[src/rtl/aes_block_dma_sequencer.sv]
// AES block DMA sequencer: streams N 128-bit blocks from the bridge window
// through the AES core and back to the bridge, one block in flight at a time.
//
// state    | meaning
// ---------+----------------------------------------------------
// IDLE     | waiting for cmd_start
// RD_REQ   | bridge read of the current source word outstanding
// AES_SEND | plaintext offered to the AES core
// AES_WAIT | waiting for ciphertext from the AES core
// WR_REQ   | bridge write of the result outstanding
// DONE     | completion; done pulses on the following cycle
module aes_block_dma_sequencer #(
   parameter int ADDR_W  = 6,
   parameter int DATA_W  = 128,
   parameter int TIMEOUT = 255
) (
   input  logic                  clk,
   input  logic                  reset,
   input  logic                  cmd_start,
   input  logic [ADDR_W-1:0]     cmd_src_addr,
   input  logic [ADDR_W-1:0]     cmd_dst_addr,
   input  logic [ADDR_W:0]       cmd_num_blocks,
   output logic                  busy,
   output logic                  done,
   output logic                  error,
   output logic [ADDR_W:0]       blocks_done,
   output logic                  aes_in_valid,
   output logic [DATA_W-1:0]     aes_in_data,
   input  logic                  aes_in_ready,
   input  logic                  aes_out_valid,
   input  logic [DATA_W-1:0]     aes_out_data,
   output logic                  aes_out_ready,
   output logic [ADDR_W-1:0]     bus_address,
   output logic [DATA_W/8-1:0]   bus_byte_enable,
   output logic                  bus_read,
   output logic                  bus_write,
   output logic [DATA_W-1:0]     bus_write_data,
   input  logic                  bus_acknowledge,
   input  logic [DATA_W-1:0]     bus_read_data
);

   localparam int BE_W   = DATA_W / 8;
   localparam int WAIT_W = (TIMEOUT > 1) ? $clog2(TIMEOUT + 1) : 1;

   localparam logic [2:0] IDLE     = 3'd0;
   localparam logic [2:0] RD_REQ   = 3'd1;
   localparam logic [2:0] AES_SEND = 3'd2;
   localparam logic [2:0] AES_WAIT = 3'd3;
   localparam logic [2:0] WR_REQ   = 3'd4;
   localparam logic [2:0] DONE     = 3'd5;

   localparam logic [ADDR_W:0]   ONE_CNT   = 1;
   localparam logic [ADDR_W-1:0] ONE_ADDR  = 1;
   localparam logic [WAIT_W-1:0] WAIT_INIT = WAIT_W'(TIMEOUT);
   localparam logic [WAIT_W-1:0] WAIT_ONE  = 1;

   logic [2:0]        state_q, state_d;
   logic [ADDR_W-1:0] src_q, src_d;
   logic [ADDR_W-1:0] dst_q, dst_d;
   logic [ADDR_W:0]   rem_q, rem_d;
   logic [ADDR_W:0]   blocks_done_q, blocks_done_d;
   logic [WAIT_W-1:0] wait_q, wait_d;
   logic              busy_q, busy_d;
   logic              done_q, done_d;
   logic              error_q, error_d;
   logic              aes_in_valid_q, aes_in_valid_d;
   logic [DATA_W-1:0] aes_in_data_q, aes_in_data_d;
   logic              aes_out_ready_q, aes_out_ready_d;
   logic [ADDR_W-1:0] bus_address_q, bus_address_d;
   logic [BE_W-1:0]   bus_byte_enable_q, bus_byte_enable_d;
   logic              bus_read_q, bus_read_d;
   logic              bus_write_q, bus_write_d;
   logic [DATA_W-1:0] bus_write_data_q, bus_write_data_d;
   logic              req_expired;

   // wait_q counts down from TIMEOUT; the request is abandoned on the cycle
   // it would otherwise pass 1, so the request is visible for TIMEOUT cycles
   always_comb begin
      state_d          = state_q;
      src_d            = src_q;
      dst_d            = dst_q;
      rem_d            = rem_q;
      blocks_done_d    = blocks_done_q;
      wait_d           = wait_q;
      busy_d           = busy_q;
      error_d          = error_q;
      aes_in_data_d    = aes_in_data_q;
      bus_write_data_d = bus_write_data_q;
      req_expired      = (TIMEOUT != 0) && (wait_q == WAIT_ONE);

      if (done_q) begin
         busy_d = 1'b0;
      end

      case (state_q)
         IDLE: begin
            if (cmd_start) begin
               src_d         = cmd_src_addr;
               dst_d         = cmd_dst_addr;
               rem_d         = cmd_num_blocks;
               blocks_done_d = '0;
               error_d       = 1'b0;
               busy_d        = 1'b1;
               wait_d        = WAIT_INIT;
               state_d       = (cmd_num_blocks == '0) ? DONE : RD_REQ;
            end
         end
         RD_REQ: begin
            if (bus_acknowledge) begin
               aes_in_data_d = bus_read_data;
               state_d       = AES_SEND;
            end else if (req_expired) begin
               error_d = 1'b1;
               state_d = DONE;
            end else begin
               wait_d = wait_q - WAIT_ONE;
            end
         end
         AES_SEND: begin
            if (aes_in_ready) begin
               state_d = AES_WAIT;
            end
         end
         AES_WAIT: begin
            if (aes_out_valid) begin
               bus_write_data_d = aes_out_data;
               wait_d           = WAIT_INIT;
               state_d          = WR_REQ;
            end
         end
         WR_REQ: begin
            if (bus_acknowledge) begin
               blocks_done_d = blocks_done_q + ONE_CNT;
               src_d         = src_q + ONE_ADDR;
               dst_d         = dst_q + ONE_ADDR;
               rem_d         = rem_q - ONE_CNT;
               wait_d        = WAIT_INIT;
               state_d       = (rem_q == ONE_CNT) ? DONE : RD_REQ;
            end else if (req_expired) begin
               error_d = 1'b1;
               state_d = DONE;
            end else begin
               wait_d = wait_q - WAIT_ONE;
            end
         end
         DONE: begin
            state_d = IDLE;
         end
         default: begin
            state_d = IDLE;
         end
      endcase

      // bus and AES strobes are registered copies of the next state
      done_d            = (state_q == DONE);
      bus_read_d        = (state_d == RD_REQ);
      bus_write_d       = (state_d == WR_REQ);
      aes_in_valid_d    = (state_d == AES_SEND);
      aes_out_ready_d   = (state_d == AES_WAIT);
      bus_byte_enable_d = (bus_read_d || bus_write_d) ? '1 : '0;
      if (bus_read_d) begin
         bus_address_d = src_d;
      end else if (bus_write_d) begin
         bus_address_d = dst_d;
      end else begin
         bus_address_d = bus_address_q;
      end
   end

   always_ff @(posedge clk or posedge reset) begin
      if (reset) begin
         state_q           <= IDLE;
         src_q             <= '0;
         dst_q             <= '0;
         rem_q             <= '0;
         blocks_done_q     <= '0;
         wait_q            <= '0;
         busy_q            <= 1'b0;
         done_q            <= 1'b0;
         error_q           <= 1'b0;
         aes_in_valid_q    <= 1'b0;
         aes_in_data_q     <= '0;
         aes_out_ready_q   <= 1'b0;
         bus_address_q     <= '0;
         bus_byte_enable_q <= '0;
         bus_read_q        <= 1'b0;
         bus_write_q       <= 1'b0;
         bus_write_data_q  <= '0;
      end else begin
         state_q           <= state_d;
         src_q             <= src_d;
         dst_q             <= dst_d;
         rem_q             <= rem_d;
         blocks_done_q     <= blocks_done_d;
         wait_q            <= wait_d;
         busy_q            <= busy_d;
         done_q            <= done_d;
         error_q           <= error_d;
         aes_in_valid_q    <= aes_in_valid_d;
         aes_in_data_q     <= aes_in_data_d;
         aes_out_ready_q   <= aes_out_ready_d;
         bus_address_q     <= bus_address_d;
         bus_byte_enable_q <= bus_byte_enable_d;
         bus_read_q        <= bus_read_d;
         bus_write_q       <= bus_write_d;
         bus_write_data_q  <= bus_write_data_d;
      end
   end

   assign busy            = busy_q;
   assign done            = done_q;
   assign error           = error_q;
   assign blocks_done     = blocks_done_q;
   assign aes_in_valid    = aes_in_valid_q;
   assign aes_in_data     = aes_in_data_q;
   assign aes_out_ready   = aes_out_ready_q;
   assign bus_address     = bus_address_q;
   assign bus_byte_enable = bus_byte_enable_q;
   assign bus_read        = bus_read_q;
   assign bus_write       = bus_write_q;
   assign bus_write_data  = bus_write_data_q;

endmodule

[config.mk]
export PLATFORM = sky130hd
export DESIGN_NAME = aes_block_dma_sequencer
export DESIGN_NICKNAME = d
export VERILOG_FILES = /design/src/rtl/aes_block_dma_sequencer.sv
export SDC_FILE = /design/constraint.sdc
export NUM_CORES = 1
export LEC_CHECK = 0
export ABC_AREA = 1
export CAP_MARGIN = 20
export CORE_AREA = 2 2 220 222
export DETAILED_ROUTE_END_ITERATION = 7
export DIE_AREA = 0 0 222 224
export SETUP_SLACK_MARGIN = 0.3
export SLEW_MARGIN = 20
export SYNTH_ARGS = -nofsm -noshare
export SYNTH_HDL_FRONTEND = slang
export SYNTH_SLANG_ARGS = --single-unit
[constraint.sdc]
create_clock -name clk -period 10 [get_ports clk]
set_input_delay 2 -clock clk [delete_from_list [all_inputs] [get_ports clk]]
set_output_delay 2 -clock clk [all_outputs]
set_load 0.05 [all_outputs]
[Word-level counts from Yosys, hierarchy flattened]
Index checks and enable logic that the tools add are counted.
Operators by class
  add/sub/neg operators: 5
  eq/ne operators: 17
  mux-type cells: 37
  reductions and logical operators: 13
Operators by type and width (count)
  $mux W8: 5
  $mux W6: 6
  $pmux W8 S4: 1
  $mux W7: 4
  $pmux W7 S2: 2
  $mux W3: 8
  $pmux W6 S2: 2
  $mux W16: 1
  $pmux W3 S5: 1
  $add A6 B1 Y6 const B: 2
  $eq A3 B2 Y1 const B: 4
  $ne A2 B2 Y1 const B: 5
  $eq A3 B3 Y1 const B: 3
  $eq A8 B1 Y1 const B: 1
  $reduce_and A4 Y1: 2
  $sub A8 B1 Y8 const B: 1
  $add A7 B1 Y7 const B: 1
  $eq A7 B1 Y1 const B: 1
  $logic_not A7 Y1: 1
  $sub A7 B1 Y7 const B: 1
  $eq A3 B1 Y1 const B: 2
  $mux W1: 6
  $reduce_bool A2 Y1: 3
  $reduce_and A2 Y1: 2
  other kinds (7): 7
Storage, ports and cells
  register bits: 322
  bits of input ports: 281
  output and inout bits: 292
  word-level logic and storage cells: 89

[Longest topological paths before layout]
Gate-level depths: netlist (run 1).
  depth in word-level cells: 7
  mapped depth: 13
  depth with buffers taken out: 11

[Worst setup path before layout (run 1)]
OpenSTA, ideal clock, no wires.
  path type: register to output
  start point: reg bus_byte_enable[14] (netlist name)
  end point: out bus_byte_enable[10]
  arrival: 1.134 ns
  data required time: 8.000 ns
  slack: 6.866 ns
  stages on the path, launching flop included: 2
  path buffers: 1
  path through: dfrtp_1 > buf_4
RTL lines
  end: declaration: line 34  | output logic [DATA_W/8-1:0] bus_byte_enable,

[Final worst setup path (run 1)]
  start point: in bus_acknowledge
  end point: reg aes_in_data_q[89] (netlist: aes_in_data[89])
On the way
  cells in the longest elaborated chain, start to end: 1
RTL lines
  start: declaration: line 38  | input logic bus_acknowledge,
  $reduce_and A2 Y1 (no line)
  end signal: assignment: line 200  | aes_in_data_q <= aes_in_data_d;
  end: declaration: line 67  | logic [DATA_W-1:0] aes_in_data_q, aes_in_data_d;
No other way between the ends.
A chain may end at the register's enable or synchronous reset.

==> results.md, run 1 <==
* Root Buffer: clkbuf_16
* Mean Syn Cell Area at 10.4 um2
* CP Data Required Time at 10.41 ns
* Share of cells above drive strength 1 at 12.0%
* Period utilization at 43.3%
* Crit-path cells: clkdlybuf4s50_1, nand4_1, buf_4, buf_4, mux2_2
* Post-CTS setup buffers at 0
* Post-synth ARST share at 100%
* Final Net Count at 2044
* Clock skew at 0.0156 ns
* WL final at 42100 um
* Final min period at 4.33 ns
* Worst path slowest cell: buf_4
* Syn Nets at 1490
* Slew HR at 29.0%
* Clk_lat worst skew at 0.53 ns
* Wire per inst at 17.5 um
* Power per Cell Area at 394 nW/um2
* Netlist cell types at 35
* Row count at 80
* Post-CTS resize count at 0
* Layout area overhead at 59.5%
* CP top delay family: buffers and inverters
* Synth Instances at 1202
* Drt via density at 4.34
* CORE AREA at 47300 um2
* Synthesized cell area at 12500 um2
* Clk pin slew, worst setup/hold paths at 0.06 ns
* #FFs+latches synth at 307
* Fillers at 4536
* Achievable Freq at 0.231 GHz
* Hold_buf cts at 0
* Largest net degree at the start of global routing at 160
* Final setup viols at 0
* Slew @ Worst Pin at 1.06 ns
* Maxcap violations at 0
* P_int at 4.11 mW
* Starting density of the core at 26.4%
* Setup_tns at 0 ns
* Port-buffer cells at 572
* Worst Setup Start Kind: primary input
* Sequential fraction of design power at 27.6%
* Crit Path Class: primary input to flop
* Leakage Power at 9.06 nW
* Global route total overflow at 0
* Status: complete, no violations
* Slowest stage delay, CP at 0.80 ns
* Via count at 10400
* Initial antenna violation count at 1
* DRT iter0 DRCs at 525
* WP buf/inv at 3
* Post-route ant nets at 0
* Crit-path max FO at 67
* Post-layout util at 42.1%
* I/O pin count at 573
* P_sw at 3.76 mW
* Die Height at 224 um
* Dominant synthesized flop cell: dfrtp_1
* Sequential fraction of the synthesis area at 61.4%
* Post-synth EDFFs at 0
* Critical path arrival at 4.74 ns
* Slew Limit Fails at 0
* Clock Tree Buf Depth at 3
* Most used cell, CP: buf_4
* RSZ-0062 raised after global routing: no
* DIE AREA at 49700 um2
* Drt first pass iters at 7
* Yosys warning total at 0
* Max IR drop VDD at 0.215 mV
* CP endpoint kind: flop
* H-tree depth at 2
* Switching share of power at 47.8%
* DRC at 0
* DIE WIDTH at 222 um
* Min-delay worst type: flop to flop
* Clock network fraction of total power at 17.1%
* First-pass GRT wire length at 63300 um
* Fin. Hold Viols at 0
* Comb pwr share at 55.3%
* RD Place Congestion at 0.820
* Gr usage total at 16.4%
* CTS Buf Count at 38
* HPWL after detailed placement at 31000 um
* Vias in the first global route at 10800
* # diodes at 0
* Clock Sinks at 307
* CTS tree: done
Yosys cell counts, drive strengths merged, types with 2 or more instances:
cell type | n | area [um2]
a21oi | 8 | 43.8
a22oi | 3 | 22.5
buf | 48 | 289
clkbuf | 16 | 60.1
dfrtp | 307 | 7680
ha | 7 | 87.6
inv | 47 | 176
mux2 | 128 | 1440
nand2 | 491 | 1850
nand3 | 46 | 260
nand3b | 5 | 37.5
nand4 | 8 | 50.1
nor2 | 35 | 141
nor3 | 8 | 45.0
o211ai | 6 | 65.1
o21ai | 19 | 98.9
o21bai | 2 | 15.0
o22ai | 4 | 25.0
xor2 | 9 | 78.8
flip-flops by register name, indices dropped and copies added (netlist names):
signal           count
blocks_done          7
bus_write_data     128
aes_in_data        128
state_q              3
error                1
bus_write            1
aes_out_ready        1
dst_q                6
src_q                6
aes_in_valid         1
rem_q                7
bus_read             1
wait_q               8
busy                 1
done                 1
bus_byte_enable      1
bus_address          6
final cells by class:
class / instances / area, um2 / area share [%]
timing repair buffer: 578 / 5800 / 29.0
clock inverter: 9 / 105 / 0.527
clock buffer: 58 / 1110 / 5.55
tap: 615 / 769 / 3.86
inverter: 47 / 183 / 0.916
multi-input combinational: 784 / 4310 / 21.6
sequential: 307 / 7680 / 38.5
routing by layer:
layer,vias to the layer above,track usage (%),routed length [um]
li1,4948,-,-
met1,5015,18.7,16300
met2,371,28.8,21300
met3,69,5.10,3310
met4,2,6.12,1220
met5,-,0,13
cell usage in the layout, fill, tap and decap left out, types with 6 or more instances in the layout:
master           synthesis  final
clkdlybuf4s50_1          0    572
nand2_1                488    487
dfrtp_1                307    307
mux2_2                 128    128
inv_1                   42     40
nand3_1                 40     40
clkbuf_16                0     39
nor2_1                  33     33
o21ai_0                 18     18
clkbuf_1                16     13
xor2_1                   9      9
nand4_1                  8      8
nor3_1                   7      7
a21oi_1                  7      7
ha_1                     7      7
nand3_2                  6      6
clkbuf_8                 0      6
stage by stage:
stage                     power [mW]  hold slack [ns]  area [um2]  setup slack [ns]  instances
after global routing            8.24            0.491       20000              5.56       2398
after global placement          6.53            0.445       18700              5.19       2331
after CTS                       7.96            0.463       20000              5.69       2398
final                           7.87            0.462       20000              5.67       2398
after floorplan                 5.02            0.493       12500              3.92       1202
after detailed placement        6.56            0.454       18700              5.13       2331
final timing paths:
check / start / end / slack, ns / depth (start not counted)
max in group asynchronous: reset / bus_write_data[0] / 7.13 / 3
max: bus_acknowledge / aes_in_data[89] / 5.67 / 5
min in group asynchronous: reset / bus_write_data[65] / 1.96 / 3
min reg2reg: done / busy / 0.46 / 1
min: done / busy / 0.46 / 1
max reg2reg: state_q[2] / aes_in_data[89] / 7.13 / 5
cells by family (layout without fill, tap and decap cells):
group,Yosys count,after routing,synth area share [%]
muxes,128,128,11.5
buffers and inverters,111,692,4.20
DFF,307,307,61.4
and+or+nand+nor,594,594,19.1
xor gates and xnor gates,10,10,0.700
AOI/OAI and AO/OA,45,45,2.36
adders and majority gates,7,7,0.700
power by group through the flow:
stage	Combinational [mW]	Clock, mW	Sequential [mW]
after floorplan	1.07	0	3.95
after global placement	4.36	0	2.17
after detailed placement	4.38	0	2.18
final	4.35	1.35	2.17
after global routing	4.56	1.44	2.24
after CTS	4.40	1.39	2.17
Power figures use the tool's default switching activity.
==> inputs of run 2 (changes only) <==
--- a/config.mk
+++ b/config.mk
@@ -7,9 +7,9 @@
 export LEC_CHECK = 0
 export ABC_AREA = 1
 export CAP_MARGIN = 20
-export CORE_AREA = 2 2 220 222
+export CORE_AREA = 2 2 222 224
 export DETAILED_ROUTE_END_ITERATION = 7
-export DIE_AREA = 0 0 222 224
+export DIE_AREA = 0 0 224 226
 export SETUP_SLACK_MARGIN = 0.3
 export SLEW_MARGIN = 20
 export SYNTH_ARGS = -nofsm -noshare
==> constraint.sdc (replaced) <==
create_clock -name clk -period 4.3 [get_ports clk]
set_input_delay 0.86 -clock clk [delete_from_list [all_inputs] [get_ports clk]]
set_output_delay 0.86 -clock clk [all_outputs]
set_load 0.05 [all_outputs]
==> results.md, run 2 (same netlist as run 1, synthesis figures left out) <==
* Root Buffer: clkbuf_16
* Register-to-register setup slack at 2.01 ns (-5.12 ns)
* Commonest non-fill, non-tap cell in the layout: clkdlybuf4s50_1
* Hold_ws at 0.456 ns (-0.00568 ns)
* First-pass GRT wire length at 64000 um (+1.1%)
* Post-route ant nets at 0 (unchanged)
* CP endpoint kind: primary output
* Layout area overhead at 60.8%
* Reg2reg end: bus_address[3]
* Worst Setup Start Kind: flop
* RSZ-0062 raised after global routing: no
* Post-route insts no fill at 2416 (+0.75%)
* Setup_tns at 0 ns (unchanged)
* Starting density of the core at 25.9% (-0.55 points)
* WP buf/inv at 1 (-2)
* Via count at 10300 (-0.86%)
* Drt via density at 4.27 (-1.6%)
* Final Instance Area at 20100 um2 (+0.83%)
* Hold Crit Endpoint: busy
* Clock Tree Buf Depth at 3 (unchanged)
* Period utilization at 67.0%
* Clock Sinks at 307 (unchanged)
* CORE AREA at 48300 um2 (+2.1%)
* CP Data Required Time at 3.44 ns (-6.97 ns)
* Crit Path Class: flop to primary output
* Placed cells at 2349 (+0.77%)
* Clock skew at 0.0137 ns (-0.00189 ns)
* Fillers at 4666 (+2.9%)
* CP top delay family: buffers and inverters
* Worst path slowest cell: clkdlybuf4s50_1
* Initial antenna violation count at 0 (-1)
* Share of cells above drive strength 1 at 12.9% (+0.87 points)
* Slew @ Worst Pin at 0.855 ns (-0.210 ns)
* # diodes at 0 (unchanged)
* Min-delay worst type: flop to flop
* CTS Buf Count at 38 (unchanged)
* Achievable Freq at 0.347 GHz
* Post-CTS setup buffers at 0 (unchanged)
* Most frequent cells in the layout: 572 x clkdlybuf4s50_1, 487 x nand2_1, 307 x dfrtp_1
* Fin. Hold Viols at 0 (unchanged)
* Largest net degree at the start of global routing at 129 (-19%)
* RD Place Congestion at 0.832 (+1.5%)
* Place WS at 1.21 ns (-3.92 ns)
* Critical path arrival at 2.02 ns (-2.72 ns)
* HPWL after detailed placement at 31400 um (+1.4%)
* Pwr Total at 18.4 mW (+130%)
* Drt first pass iters at 4 (-3)
* Worst hold start: done
* Global route total overflow at 0 (unchanged)
* Final setup viols at 0 (unchanged)
* Worst r2r path cells at 9 (+4)
* WL final at 42100 um (about the same)
* Slew Limit Fails at 0 (unchanged)
* Slowest stage delay, CP at 0.89 ns (+0.09 ns)
* DRC at 0 (unchanged)
* Post-layout util at 41.6% (-0.53 points)
* DIE AREA at 50600 um2 (+1.8%)
* Hold Path Depth at 1 (unchanged)
* Slew HR at 42.9% (+14 points)
* DIE WIDTH at 224 um (+0.90%)
* Wire per inst at 17.4 um (-0.65%)
* CTS tree: done
* Clk pin slew, worst setup/hold paths at 0.06 ns (about the same)
* Post-CTS resize count at 0 (unchanged)
* Final Net Count at 2055 (+0.54%)
* Post-route setup slack at 1.42 ns (-4.25 ns)
* Clk_lat worst skew at 0.54 ns (about the same)
* Gr usage total at 16.3% (-0.069 points)
* Max IR drop VDD at 0.473 mV (+120%)
* Leakage Power at 9.15 nW (+1.0%)
* Area of placed instances at 18900 um2 (+0.69%)
* Hold_buf cts at 0 (unchanged)
* I/O pin count at 573 (unchanged)
* Crit-path max FO at 16 (-76%)
* H-tree depth at 2 (unchanged)
* Crit-path cells: clkdlybuf4s50_1
* Port-buffer cells at 572 (unchanged)
* FF-to-FF Start: state_q[2]
* Status: complete, no violations
* Vias in the first global route at 11000 (+1.4%)
* Maxcap violations at 0 (unchanged)
* Die Height at 226 um (+0.89%)
* DRT iter0 DRCs at 447 (-15%)
* Power per Cell Area at 913 nW/um2 (+130%)
* Final min period at 2.88 ns
* Row count at 81 (+1.3%)
run 2: worst max path at each step:
| stage | from | to | slack, ns | depth (start not counted) |
|---|---|---|---|---|
| detailed placement | cmd_start | bus_address[2] | 1.21 | 9 |
| CTS | bus_byte_enable[14] | bus_byte_enable[5] | 1.37 | 1 |
| global route | bus_byte_enable[14] | bus_byte_enable[5] | 1.30 | 1 |
| global placement | cmd_start | bus_address[3] | 1.32 | 9 |
| finish | bus_byte_enable[14] | bus_byte_enable[5] | 1.42 | 1 |
| floorplan | reset | aes_in_data[0] | -0.64 | 1 |
run 2: cell type report:
cell class              instances  area, um2  share of cell area (%)
flip-flops and latches        307       7680                    38.2
repair buffers                589       5920                    29.4
multi-input cells             784       4310                    21.4
clock buffers                  55       1130                    5.60
well taps                     622        778                    3.87
inverters                      47        183                   0.908
clock inverters                12        124                   0.616
run 2: power by group:
part / switching, mW / internal, mW
clock: 1.26 / 1.94
combinational: 6.66 / 3.44
sequential: 0.832 / 4.24
total: 8.75 / 9.62
run 2: layer usage:
layer / global-route usage [%] / vias to the layer above / wire length [um]
met1: 19.1 / 4898 / 16800
met2: 28.0 / 377 / 20900
met5: 0 / - / 0
met3: 5.31 / 76 / 3220
li1: - / 4965 / -
met4: 5.63 / 0 / 1230
